$ cat config.mk
export PLATFORM = sky130hd
export DESIGN_NAME = multicycle_control_unit_flat
export DESIGN_NICKNAME = d
export VERILOG_FILES = /design/src/rtl/multicycle_control_unit_if.sv /design/src/rtl/multicycle_control_unit.sv /design/src/flat_wrapper.sv
export SDC_FILE = /design/constraint.sdc
export NUM_CORES = 1
export LEC_CHECK = 0
export CAP_MARGIN = 5
export CORE_MARGIN = 1
export CORE_UTILIZATION = 46
export CTS_CLUSTER_DIAMETER = 50
export DETAILED_ROUTE_END_ITERATION = 6
export PLACE_DENSITY = 0.75
export SYNTH_ARGS = -nofsm -noshare
export SYNTH_HDL_FRONTEND = slang
export SYNTH_SLANG_ARGS = --single-unit
$ cat constraint.sdc
create_clock -name clk_i -period 1.7 [get_ports clk_i]
set_input_delay 0.34 -clock clk_i [delete_from_list [all_inputs] [get_ports clk_i]]
set_output_delay 0.34 -clock clk_i [all_outputs]
set_load 0.01 [all_outputs]
$ cat src/rtl/multicycle_control_unit_if.sv
// Control-unit bus: instruction fields and memory/flag handshakes in, datapath controls out.
// Signal suffixes are from the control unit's point of view (_i driven by the environment).
//   type_i/op_i       instruction class and opcode from the instruction register
//   im_ready_i        instruction memory has fetched the word
//   dm_ready_i        data memory has completed the access
//   tf_true_i         flag-test unit result for the current op_tf_o
//   op_alu_o/op_tf_o/op_se_o   ALU op, flag-test op, sign-extend mode
//   w_im_o/w_pc_o/w_dm_o/w_rb_o write strobes; w_rf_o flag-write mode
//   s_mxpc_o/s_mxrb_o/s_mxse_o datapath mux selects
//   halted_o/fault_o/retired_o status and retired-instruction count
// Modports: slave = control unit, master = environment driving it.
interface multicycle_control_unit_if #(
  parameter int unsigned ALU_OP_W = 5,
  parameter int unsigned TF_W     = 3,
  parameter int unsigned CNT_W    = 16
);
  logic [2:0]          type_i;
  logic [ALU_OP_W-1:0] op_i;
  logic                im_ready_i;
  logic                dm_ready_i;
  logic                tf_true_i;

  logic [ALU_OP_W-1:0] op_alu_o;
  logic [TF_W-1:0]     op_tf_o;
  logic                op_se_o;
  logic                w_im_o;
  logic                w_pc_o;
  logic                w_dm_o;
  logic                w_rb_o;
  logic [2:0]          w_rf_o;
  logic                s_mxpc_o;
  logic [1:0]          s_mxrb_o;
  logic                s_mxse_o;
  logic                halted_o;
  logic                fault_o;
  logic [CNT_W-1:0]    retired_o;

  modport slave (
    input  type_i, op_i, im_ready_i, dm_ready_i, tf_true_i,
    output op_alu_o, op_tf_o, op_se_o, w_im_o, w_pc_o, w_dm_o, w_rb_o, w_rf_o,
           s_mxpc_o, s_mxrb_o, s_mxse_o, halted_o, fault_o, retired_o
  );

  modport master (
    output type_i, op_i, im_ready_i, dm_ready_i, tf_true_i,
    input  op_alu_o, op_tf_o, op_se_o, w_im_o, w_pc_o, w_dm_o, w_rb_o, w_rf_o,
           s_mxpc_o, s_mxrb_o, s_mxse_o, halted_o, fault_o, retired_o
  );
endinterface

$ cat src/rtl/multicycle_control_unit.sv
// Multi-cycle processor control FSM: IF -> ID -> EX -> (MEM for load/store) -> WB -> IF.
// Decodes {type,op} in ID, waits on memory ready handshakes with a watchdog, handles HALT and
// illegal codes, selects the branch target from the flag unit and counts retired instructions.
// Ports:
//   clk_i   clock, rising edge
//   rst_ni  synchronous active-low reset
//   bus     control bus (slave modport), see multicycle_control_unit_if
// All outputs are registered from the next state, so they are valid in the cycle the FSM
// occupies the corresponding state. Decode assumes 5-bit op and 3-bit flag-test encodings.
module multicycle_control_unit #(
  parameter int unsigned ALU_OP_W = 5,
  parameter int unsigned TF_W     = 3,
  parameter int unsigned WAIT_MAX = 15,
  parameter int unsigned CNT_W    = 16
) (
  input logic                      clk_i,
  input logic                      rst_ni,
  multicycle_control_unit_if.slave bus
);

  localparam int unsigned      WaitW    = $clog2(WAIT_MAX + 1);
  localparam logic [WaitW-1:0] WaitLast = WaitW'(WAIT_MAX - 1);

  typedef enum logic [2:0] {StIf, StId, StEx, StMem, StWb, StHalt} state_e;

  state_e              state_q, state_d;
  logic [WaitW-1:0]    wait_q, wait_d;
  logic                fault_q, fault_d;
  logic [CNT_W-1:0]    retired_q, retired_d;
  logic [ALU_OP_W-1:0] op_alu_q, op_alu_d;
  logic [TF_W-1:0]     op_tf_q, op_tf_d;
  logic                op_se_q, op_se_d;
  logic                s_mxse_q, s_mxse_d;
  logic [1:0]          s_mxrb_q, s_mxrb_d;
  // Decode results latched in ID and consumed in MEM/WB
  logic                rb_en_q, rb_en_d;
  logic [2:0]          rf_mode_q, rf_mode_d;
  logic                mem_q, mem_d;
  logic                store_q, store_d;
  logic                jump_q, jump_d;
  logic                pc_sel_q, pc_sel_d;
  // Registered strobes
  logic                w_im_q, w_im_d;
  logic                w_pc_q, w_pc_d;
  logic                w_dm_q, w_dm_d;
  logic                w_rb_q, w_rb_d;
  logic [2:0]          w_rf_q, w_rf_d;
  logic                s_mxpc_q, s_mxpc_d;
  logic                halted_q, halted_d;

  logic [4:0]          op5;
  logic [2:0]          jump_tf;
  logic [ALU_OP_W-1:0] dec_op_alu;
  logic [TF_W-1:0]     dec_op_tf;
  logic                dec_op_se, dec_s_mxse, dec_rb_en, dec_mem, dec_store, dec_jump;
  logic                dec_halt, dec_illegal;
  logic [1:0]          dec_s_mxrb;
  logic [2:0]          dec_rf_mode;

  assign op5     = bus.op_i[4:0];
  assign jump_tf = {op5[2], op5[3], op5[4]};

  // Instruction decode; illegal codes fall through with every control at zero (NOP).
  always_comb begin
    dec_op_alu  = '0;
    dec_op_tf   = '0;
    dec_op_se   = 1'b0;
    dec_s_mxse  = 1'b0;
    dec_s_mxrb  = 2'b00;
    dec_rb_en   = 1'b0;
    dec_rf_mode = 3'b000;
    dec_mem     = 1'b0;
    dec_store   = 1'b0;
    dec_jump    = 1'b0;
    dec_halt    = 1'b0;
    dec_illegal = 1'b0;
    case (bus.type_i)
      3'b001, 3'b010: begin
        dec_op_alu = bus.op_i;
        dec_op_tf  = TF_W'(3'b111);
        dec_rb_en  = 1'b1;
        dec_s_mxrb = 2'b10;
        if (bus.type_i == 3'b010) begin
          dec_op_se  = 1'b1;
          dec_s_mxse = 1'b1;
        end else if (op5 == 5'b11111) begin
          dec_rf_mode = 3'b000;
        end else if (op5 == 5'b10000) begin
          dec_rf_mode = 3'b001;
        end else if (op5[4:3] == 2'b01) begin
          dec_rf_mode = 3'b011;
        end else if (op5[4:3] == 2'b00) begin
          dec_rf_mode = 3'b100;
        end else begin
          dec_rf_mode = 3'b010;
        end
      end
      3'b100: begin
        dec_op_tf = TF_W'(3'b111);
        dec_mem   = 1'b1;
        if (op5[4]) begin
          dec_store = 1'b1;
        end else begin
          dec_rb_en  = 1'b1;
          dec_s_mxrb = 2'b01;
        end
      end
      3'b000, 3'b110: begin
        dec_op_alu = ALU_OP_W'(5'b10011);
        dec_op_tf  = TF_W'(jump_tf);
        dec_jump   = 1'b1;
        if (bus.type_i == 3'b000) begin
          dec_s_mxse = 1'b1;
        end else begin
          // Jump-and-link writes the return address only for the unconditional test code
          dec_rb_en = (jump_tf == 3'b011);
        end
      end
      3'b111: begin
        if (op5 == 5'b11111) dec_halt = 1'b1;
        else                 dec_illegal = 1'b1;
      end
      default: dec_illegal = 1'b1;
    endcase
  end

  always_comb begin
    state_d   = state_q;
    wait_d    = wait_q;
    fault_d   = fault_q;
    retired_d = retired_q;
    op_alu_d  = op_alu_q;
    op_tf_d   = op_tf_q;
    op_se_d   = op_se_q;
    s_mxse_d  = s_mxse_q;
    s_mxrb_d  = s_mxrb_q;
    rb_en_d   = rb_en_q;
    rf_mode_d = rf_mode_q;
    mem_d     = mem_q;
    store_d   = store_q;
    jump_d    = jump_q;
    pc_sel_d  = pc_sel_q;

    case (state_q)
      StIf: begin
        if (bus.im_ready_i) begin
          state_d = StId;
        end else if (wait_q == WaitLast) begin
          state_d = StHalt;
          fault_d = 1'b1;
        end else begin
          wait_d = wait_q + WaitW'(1);
        end
      end
      StId: begin
        if (dec_halt) begin
          state_d = StHalt;
        end else begin
          state_d   = StEx;
          op_alu_d  = dec_op_alu;
          op_tf_d   = dec_op_tf;
          op_se_d   = dec_op_se;
          s_mxse_d  = dec_s_mxse;
          s_mxrb_d  = dec_s_mxrb;
          rb_en_d   = dec_rb_en;
          rf_mode_d = dec_rf_mode;
          mem_d     = dec_mem;
          store_d   = dec_store;
          jump_d    = dec_jump;
          if (dec_illegal) fault_d = 1'b1;
        end
      end
      StEx: begin
        pc_sel_d = jump_q & bus.tf_true_i;
        state_d  = mem_q ? StMem : StWb;
      end
      StMem: begin
        if (bus.dm_ready_i) begin
          state_d = StWb;
        end else if (wait_q == WaitLast) begin
          state_d = StHalt;
          fault_d = 1'b1;
        end else begin
          wait_d = wait_q + WaitW'(1);
        end
      end
      StWb:    state_d = StIf;
      StHalt:  state_d = StHalt;
      default: state_d = StIf;
    endcase

    if (state_d != state_q) wait_d = '0;
    if (state_d == StWb) retired_d = retired_q + CNT_W'(1);

    w_im_d   = (state_d == StIf);
    w_dm_d   = (state_d == StMem) && store_d;
    w_pc_d   = (state_d == StWb);
    w_rb_d   = (state_d == StWb) && rb_en_d;
    w_rf_d   = (state_d == StWb) ? rf_mode_d : 3'b000;
    s_mxpc_d = (state_d == StWb) && pc_sel_d;
    halted_d = (state_d == StHalt);
  end

  always_ff @(posedge clk_i) begin
    if (!rst_ni) begin
      state_q   <= StIf;
      wait_q    <= '0;
      fault_q   <= 1'b0;
      retired_q <= '0;
      op_alu_q  <= '0;
      op_tf_q   <= '0;
      op_se_q   <= 1'b0;
      s_mxse_q  <= 1'b0;
      s_mxrb_q  <= 2'b00;
      rb_en_q   <= 1'b0;
      rf_mode_q <= 3'b000;
      mem_q     <= 1'b0;
      store_q   <= 1'b0;
      jump_q    <= 1'b0;
      pc_sel_q  <= 1'b0;
      // The cycle after reset is already an IF cycle, so the fetch strobe is up
      w_im_q    <= 1'b1;
      w_pc_q    <= 1'b0;
      w_dm_q    <= 1'b0;
      w_rb_q    <= 1'b0;
      w_rf_q    <= 3'b000;
      s_mxpc_q  <= 1'b0;
      halted_q  <= 1'b0;
    end else begin
      state_q   <= state_d;
      wait_q    <= wait_d;
      fault_q   <= fault_d;
      retired_q <= retired_d;
      op_alu_q  <= op_alu_d;
      op_tf_q   <= op_tf_d;
      op_se_q   <= op_se_d;
      s_mxse_q  <= s_mxse_d;
      s_mxrb_q  <= s_mxrb_d;
      rb_en_q   <= rb_en_d;
      rf_mode_q <= rf_mode_d;
      mem_q     <= mem_d;
      store_q   <= store_d;
      jump_q    <= jump_d;
      pc_sel_q  <= pc_sel_d;
      w_im_q    <= w_im_d;
      w_pc_q    <= w_pc_d;
      w_dm_q    <= w_dm_d;
      w_rb_q    <= w_rb_d;
      w_rf_q    <= w_rf_d;
      s_mxpc_q  <= s_mxpc_d;
      halted_q  <= halted_d;
    end
  end

  assign bus.op_alu_o  = op_alu_q;
  assign bus.op_tf_o   = op_tf_q;
  assign bus.op_se_o   = op_se_q;
  assign bus.w_im_o    = w_im_q;
  assign bus.w_pc_o    = w_pc_q;
  assign bus.w_dm_o    = w_dm_q;
  assign bus.w_rb_o    = w_rb_q;
  assign bus.w_rf_o    = w_rf_q;
  assign bus.s_mxpc_o  = s_mxpc_q;
  assign bus.s_mxrb_o  = s_mxrb_q;
  assign bus.s_mxse_o  = s_mxse_q;
  assign bus.halted_o  = halted_q;
  assign bus.fault_o   = fault_q;
  assign bus.retired_o = retired_q;

endmodule

$ cat src/flat_wrapper.sv
// flat-port wrapper written by rule: the top's interface ports become plain ports
module multicycle_control_unit_flat 
#(
  parameter int unsigned ALU_OP_W = 5,
  parameter int unsigned TF_W     = 3,
  parameter int unsigned WAIT_MAX = 15,
  parameter int unsigned CNT_W    = 16
)
  (clk_i, rst_ni, bus_type_i, bus_op_i, bus_im_ready_i, bus_dm_ready_i, bus_tf_true_i, bus_op_alu_o, bus_op_tf_o, bus_op_se_o, bus_w_im_o, bus_w_pc_o, bus_w_dm_o, bus_w_rb_o, bus_w_rf_o, bus_s_mxpc_o, bus_s_mxrb_o, bus_s_mxse_o, bus_halted_o, bus_fault_o, bus_retired_o);
  multicycle_control_unit_if #(.ALU_OP_W(ALU_OP_W), .TF_W(TF_W), .CNT_W(CNT_W)) bus_i ();
  input logic clk_i;
  input logic rst_ni;
  input wire logic [$bits(bus_i.type_i)-1:0] bus_type_i;
  input wire logic [$bits(bus_i.op_i)-1:0] bus_op_i;
  input wire logic [$bits(bus_i.im_ready_i)-1:0] bus_im_ready_i;
  input wire logic [$bits(bus_i.dm_ready_i)-1:0] bus_dm_ready_i;
  input wire logic [$bits(bus_i.tf_true_i)-1:0] bus_tf_true_i;
  output wire logic [$bits(bus_i.op_alu_o)-1:0] bus_op_alu_o;
  output wire logic [$bits(bus_i.op_tf_o)-1:0] bus_op_tf_o;
  output wire logic [$bits(bus_i.op_se_o)-1:0] bus_op_se_o;
  output wire logic [$bits(bus_i.w_im_o)-1:0] bus_w_im_o;
  output wire logic [$bits(bus_i.w_pc_o)-1:0] bus_w_pc_o;
  output wire logic [$bits(bus_i.w_dm_o)-1:0] bus_w_dm_o;
  output wire logic [$bits(bus_i.w_rb_o)-1:0] bus_w_rb_o;
  output wire logic [$bits(bus_i.w_rf_o)-1:0] bus_w_rf_o;
  output wire logic [$bits(bus_i.s_mxpc_o)-1:0] bus_s_mxpc_o;
  output wire logic [$bits(bus_i.s_mxrb_o)-1:0] bus_s_mxrb_o;
  output wire logic [$bits(bus_i.s_mxse_o)-1:0] bus_s_mxse_o;
  output wire logic [$bits(bus_i.halted_o)-1:0] bus_halted_o;
  output wire logic [$bits(bus_i.fault_o)-1:0] bus_fault_o;
  output wire logic [$bits(bus_i.retired_o)-1:0] bus_retired_o;
  assign bus_i.type_i = bus_type_i;
  assign bus_i.op_i = bus_op_i;
  assign bus_i.im_ready_i = bus_im_ready_i;
  assign bus_i.dm_ready_i = bus_dm_ready_i;
  assign bus_i.tf_true_i = bus_tf_true_i;
  assign bus_op_alu_o = bus_i.op_alu_o;
  assign bus_op_tf_o = bus_i.op_tf_o;
  assign bus_op_se_o = bus_i.op_se_o;
  assign bus_w_im_o = bus_i.w_im_o;
  assign bus_w_pc_o = bus_i.w_pc_o;
  assign bus_w_dm_o = bus_i.w_dm_o;
  assign bus_w_rb_o = bus_i.w_rb_o;
  assign bus_w_rf_o = bus_i.w_rf_o;
  assign bus_s_mxpc_o = bus_i.s_mxpc_o;
  assign bus_s_mxrb_o = bus_i.s_mxrb_o;
  assign bus_s_mxse_o = bus_i.s_mxse_o;
  assign bus_halted_o = bus_i.halted_o;
  assign bus_fault_o = bus_i.fault_o;
  assign bus_retired_o = bus_i.retired_o;
  multicycle_control_unit #(.ALU_OP_W(ALU_OP_W), .TF_W(TF_W), .WAIT_MAX(WAIT_MAX), .CNT_W(CNT_W)) u_core (.clk_i(clk_i), .rst_ni(rst_ni), .bus(bus_i));
endmodule
==> results of run 1 <==
[final timing paths]
check	slack [ns]	from	depth (start not counted)	end
worst min register to register	0.46	u_core.rf_mode_q[1]$_SDFF_PN0_	2	u_core.rf_mode_q[1]$_SDFF_PN0_
worst max register to register	-0.18	u_core.wait_q[0]$_SDFFE_PP0P_	9	u_core.bus.retired_o[4]$_SDFFE_PN0N_
worst max-delay path	-0.18	u_core.wait_q[0]$_SDFFE_PP0P_	9	u_core.bus.retired_o[4]$_SDFFE_PN0N_
worst min-delay path	0.35	bus_op_i[3]	3	u_core.bus.op_alu_o[3]$_SDFFE_PN0P_
[through the flow]
step           hold slack (ns)  area (um2)  total power (W)  std cells  setup slack (ns)
5_1_grt                  0.371        3840          0.00284        485            -0.292
6_report                 0.355        3840          0.00272        485            -0.178
3_5_place_dp             0.446        3490          0.00187        466            -0.544
3_3_place_gp             0.440        3490          0.00186        466            -0.505
4_1_cts                  0.461        3640          0.00266        478            -0.105
2_1_floorplan            0.429        2580          0.00159        312            -0.109
[state kept, by name, summed over array words and instances (netlist names), 2 cells and up]
register / count
u_core.bus.s_mxrb_o: 2
u_core.bus.op_alu_o: 5
u_core.state_q: 3
u_core.bus.w_rf_o: 3
u_core.rf_mode_q: 3
u_core.wait_q: 4
u_core.bus.retired_o: 16
u_core.bus.op_tf_o: 3
[where the power goes]
part / switching [W] / internal, W / leakage (nW)
Clock: 0.000480 / 0.000309 / 0.0506
Sequential: 0.0000267 / 0.00128 / 0.431
Combinational: 0.000304 / 0.000318 / 0.996
[logic make-up (layout without fill, tap and decap cells)]
kind of cell	count (synthesis)	after routing	share of synthesized area
fa+ha+maj	3	3	0.0148
buf+inv	36	139	0.0612
simple gates	133	133	0.274
xor+xnor	4	4	0.0138
flops	53	53	0.419
mux	2	2	0.00790
compound gates	81	81	0.210
[worst max-delay path: cells and delay by family, from the launching register on]
kind | cells | cell delay [ns]
buf+inv | 3 | 0.44
compound gates | 2 | 0.40
flops | 1 | 0.34
mux | 1 | 0.13
simple gates | 2 | 0.32
fa+ha+maj | 1 | 0.15
[layout by cell type, fill, tap and decap left out, drive strengths merged, types with 5 or more instances in the layout]
cell type and instances:
a211oi 9, a21o 7, a21oi 34, and2 5
and3 9, buf 65, clkbuf 5, clkdlybuf4s50 40
dfxtp 53, dlymetal6s2s 6, inv 17, nand2 25
nand2b 6, nand3 13, nand4 9, nor2 29
nor3 12, o21ai 10
[routing by layer]
layer | global-route usage | part of all wire
met2 | 0.382 | 0.49
met5 | 0 | 0
met4 | 0.0750 | 0.016
met3 | 0.0419 | 0.040
met1 | 0.307 | 0.45
[what timing repair did]
item,CTS,global route
gates cloned,0,1
setup endpoints to repair,32,42
setup buffers,4,6
gates resized for setup,14,36
pin swaps,10,13
hold endpoints to repair,0,0
[final cells by class]
cell class	count	area [um2]	share of cell area
repair buffers	115	1040	0.271
clock buffers	5	68.8	0.0179
inverters	16	60.1	0.0157
multi-input cells	223	1480	0.387
well taps	70	87.6	0.0228
clock inverters	3	28.8	0.00750
flip-flops and latches	53	1070	0.278
==> run_results.csv, run 1 <==
group,metric,value,unit
clock_network,clock_latency,0.32,ns
synth,synth.area.top_cells,"dfxtp_1 (42%), a21oi_1 (6.7%), nor2_1 (4.3%)",
power_and_ir_drop,power.density,710,nW/um2
critical_path,cp_data_arrival_time,2.09,ns
sta,setup_viol,26,
floorplan,initial_core_util,0.487,
critical_path,path_cells,"inv_2 -> ha_4 -> and3_4 -> o211ai_2 -> a222oi_1 -> buf_4 -> buf_6 -> nand4_1 -> mux2i_1",
floorplan,die-area,5810,um2
routing,firstDrtPassIters,4,
finish,antennaDiodeCount,0,
power_and_ir_drop,peakVddDrop,635,uV
synth,syn_area_per_cell,8.12,um2
clock_network,cts_inserted_buffers,5,
routing,wire_per_inst,14.4,um
clock_network,cts_hold_buffers,0,
sta,fmax,532,MHz
global_route,gr-total-overflow,0,
floorplan,die_h,76.2,um
global_route,grtUsageTotal,0.232,
synth,yosys_warnings,0,
critical_path,critical_path.max_fanout,7,
global_route,grt_pass1_vias,2412,
synth,synthTopCellsByCount,"dfxtp_1 (53), a21oi_1 (34), nor2_1 (29), nand2_1 (25), inv_1 (14)",
global_route,grt_max_degree,20,
run_status,status,"complete, but fails checks",
sta,min_period,1.88,ns
clock_network,clk_pin_slew_worst_paths,0.11,ns
sta,worst_pin_slew,0.457,ns
floorplan,die_w,76.2,um
finish,nNetsFinal,430,
synth,synth_edf_count,0,
finish,drive_gt1_frac,0.282,
run_status,violations,"negative setup slack",
clock_network,cts.sinks,53,
routing,drt_iter0_drc,102,
finish,final_core_util,0.737,
synth,syn_nets,328,
routing,avgViaCountPerCell,5.42,
clock_network,cts_tree,"yes",
hold_path,hold_class,"input port to register",
routing,num_vias,2627,
placed_design,numPortBuffers,50,
placed_design,hpwlAfterDp,4.73,mm
synth,ys_ff_latch,53,
job,drv_cap,0,
sta,rsz0062_at_grt,"yes",
sta,hold_viol_final,0,
synth,synth_most_common_cell,"dfxtp_1",
floorplan,pin_count,51,
sta,fin_crit_sh,1.10,
sta,finalClockSkew,0.00789,ns
sta,setup_ws,-0.178,ns
clock_network,clk_path_buf_depth,2,
finish,fillers,397,
critical_path,cp-end-kind,"register",
power_and_ir_drop,p_leak,1.48,nW
critical_path,cp-start-kind,"register",
critical_path,critPathSlowestCell,"dfxtp_2",
routing,drcViolationCount,0,
placed_design,globalplace.congestion,0.869,
synth,yosysTopAreaCell,"dfxtp_1",
synth,syn_area,2530,um2
routing,routed_wl,6.99,mm
global_route,grt_pass1_wl,11.1,mm
floorplan,rows,26,
routing,antenna_left,0,
critical_path,worst_path_largest_cell_delay,0.34,ns
sta,setup-tns-final,-2.48,ns
synth,ys_seq_area_frac,0.419,
global_route,antenna_found_initial,0,
synth,ys_types,53,
synth,async_flop_share,0,
critical_path,path_class,"register to register",
clock_network,htree_levels,2,
sta,drv_slew,0,
critical_path,cp.required,1.92,ns
synth,synth_ff_type,"dfxtp_1",
clock_network,root_buffer,"clkbuf_8",
floorplan,core_area,5200,um2
synth,netlist_instances,312,
synth,yosysTopAreaCellShare,0.419,
sta,relSlewSlack,0.692,
finish,syn2layout_area_growth,51.5,%
Note: power is estimated with default switching activity, not from simulation.
==> inputs of run 2 (changes only) <==
Settings changed: CORE_UTILIZATION 46 to 50, CTS_CLUSTER_SIZE set to 8, PLACE_DENSITY 0.75 to 0.78.
Clock period 1.7 ns to 1.97 ns, I/O delays scaled along.
==> run 2 against run 1 <==
Compared with the run above:
- the flow still finishes with violations (negative setup slack)
- global-route usage grew 1.8 points
- non-clock buffer count decreased by 16
- first-iteration DRC count grew 40%
- clock power fell by 24%
- clock skew about the same
- power down 20%
- final cell count is 3.9% lower
- clock-buffer cell count increased by 1
- utilization is 0.78 points higher
- register-to-register slack better by 0.14 ns
- via count shrank 2.9%
- critical endpoint unchanged
==> run_results.csv, run 2 (same netlist as run 1, synthesis figures left out) <==
group,metric,value,unit
run_status,status,"complete, but fails checks",
run_status,violations,"negative setup slack",
finish,drive_gt1_frac,0.211,
power_and_ir_drop,swShare,0.278,
sta,relSlewSlack,0.706,
sta,fin_crit_sh,1.02,
placed_design,globalplace.congestion,0.849,
floorplan,rows,25,
finish,nNetsFinal,414,
sta,hold_viol_final,0,
global_route,antenna_found_initial,0,
clock_network,cts_tree,"yes",
placed_design,hpwlAfterDp,4.65,mm
clock_network,cts_inserted_buffers,5,
power_and_ir_drop,cellInternalPower,0.00158,W
routing,routed_wl,6.57,mm
sta,rsz0062_at_grt,"yes",
sta,worst_pin_slew,0.441,ns
critical_path,critical_path.max_fanout,5,
global_route,grt_pass1_wl,10.3,mm
sta,setup-tns-final,-0.152,ns
clock_network,root_buffer,"clkbuf_8",
floorplan,core_area,4790,um2
finish,final_core_util,0.745,
critical_path,cp-end-kind,"register",
global_route,grtUsageTotal,0.250,
critical_path,path_class,"register to register",
floorplan,pin_count,51,
finish,antennaDiodeCount,0,
finish,syn2layout_area_growth,40.7,%
global_route,grt_max_degree,20,
global_route,grtUsageMet1,0.331,
sta,setup_viol,7,
clock_network,clk_path_buf_depth,2,
routing,antenna_left,0,
clock_network,clk_pin_slew_worst_paths,0.09,ns
routing,wire_per_inst,14.1,um
job,drv_cap,0,
global_route,gr-usage-met2,0.405,
global_route,gr-total-overflow,0,
power_and_ir_drop,p_leak,1.34,nW
placed_design,placed_area,3370,um2
floorplan,initial_core_util,0.529,
sta,min_period,2.01,ns
hold_path,hold_class,"register to register",
global_route,grtUsageMet3,0.0525,
global_route,grt_pass1_vias,2286,
finish,final_common_cell,"dfxtp_1",
sta,fmax,497,MHz
placed_design,numPortBuffers,50,
power_and_ir_drop,pwr-share-clk,0.274,
floorplan,die-area,5360,um2
finish,largest_reg_flops,16,
floorplan,die_w,73.2,um
routing,avgViaCountPerCell,5.47,
finish,final_cell_mix,"dfxtp_1 (49), buf_4 (48), clkdlybuf4s50_1 (42), a21oi_1 (33), nor2_1 (29)",
critical_path,cp-start-kind,"register",
power_and_ir_drop,seqPwrFrac,0.519,
critical_path,cp_data_arrival_time,2.22,ns
clock_network,clock_latency,0.31,ns
sta,setup_ws,-0.0411,ns
sta,drv_slew,0,
global_route,grt_most_used_layer,"met2",
clock_network,htree_levels,2,
routing,drt_iter0_drc,143,
finish,fin_area,3570,um2
power_and_ir_drop,peakVddDrop,410,uV
critical_path,cp.required,2.18,ns
power_and_ir_drop,power.density,612,nW/um2
routing,num_vias,2550,
sta,finalClockSkew,0.00761,ns
routing,drcViolationCount,0,
routing,firstDrtPassIters,4,
power_and_ir_drop,switchingPower,0.000606,W
floorplan,die_h,73.2,um
clock_network,cts.sinks,53,
power_and_ir_drop,p_comb_frac,0.206,
==> run 2: cell types whose count changed in the layout (fill, tap and decap cells not counted), sizes merged <==
cell and change:
clkbuf +1, dlygate4sd2 +2, dlymetal6s2s -4, clkinv +1, buf -16, inv -2
clkdlybuf4s50 +2
==> run 2: path summary, 6_finish.rpt <==
path,from,end,slack (ns),cells after the start
worst min-delay path,u_core.bus.op_alu_o[3]$_SDFFE_PN0P_,u_core.bus.op_alu_o[3]$_SDFFE_PN0P_,0.45,2
worst min register to register,u_core.bus.op_alu_o[3]$_SDFFE_PN0P_,u_core.bus.op_alu_o[3]$_SDFFE_PN0P_,0.45,2
worst max register to register,u_core.wait_q[0]$_SDFFE_PP0P_,u_core.bus.retired_o[4]$_SDFFE_PN0N_,-0.04,9
worst max-delay path,u_core.wait_q[0]$_SDFFE_PP0P_,u_core.bus.retired_o[4]$_SDFFE_PN0N_,-0.04,9
==> run 2: stage by stage <==
stage          instances  setup slack (ns)  hold WS [ns]  total power [W]
2_1_floorplan        312            0.0933         0.429          0.00137
3_3_place_gp         454            -0.265         0.437          0.00157
3_5_place_dp         454            -0.373         0.443          0.00158
4_1_cts              465          -0.00232         0.456          0.00218
5_1_grt              466            -0.103         0.479          0.00228
6_report             466           -0.0411         0.454          0.00218
==> run 2: layout make-up <==
class	instances	area, um2
fill	380	1220
multi-input combinational	223	1390
clock inverter	2	10.0
inverter	16	60.1
timing repair buffer	99	878
tap	67	83.8
sequential	53	1070
clock buffer	6	72.6
==> run 2: metal layers <==
metal | routed length [um] | up-vias
met5 | 0 | -
met2 | 3140 | 75
met4 | 97 | 0
met3 | 287 | 11
li1 | - | 1280
met1 | 3040 | 1184
==> run 2: worst max-delay path: stages (launching register included) <==
cell	delay, ns
dfxtp_2	0.33
inv_2	0.07
ha_4	0.14
and3_4	0.21
o211ai_2	0.12
a222oi_1	0.43
buf_4	0.23
buf_4	0.14
nand4_1	0.11
mux2i_1	0.13
==> run 2: power by group through the flow <==
stage	clock (W)	sequential, W	combinational [W]
after floorplan	0	0.00116	0.000205
after global placement	0	0.00115	0.000417
after detailed placement	0	0.00115	0.000424
after CTS	0.000612	0.00113	0.000434
after global routing	0.000648	0.00114	0.000491
final	0.000598	0.00113	0.000451
==> run 2: timing repair <==
action,in CTS,in global routing
hold buffers,0,0
endpoints found under the hold margin,0,0
buffers inserted,2,2
pin swaps,5,6
endpoints found under the setup margin,14,23
gates cloned,1,0
gates resized for setup,17,13
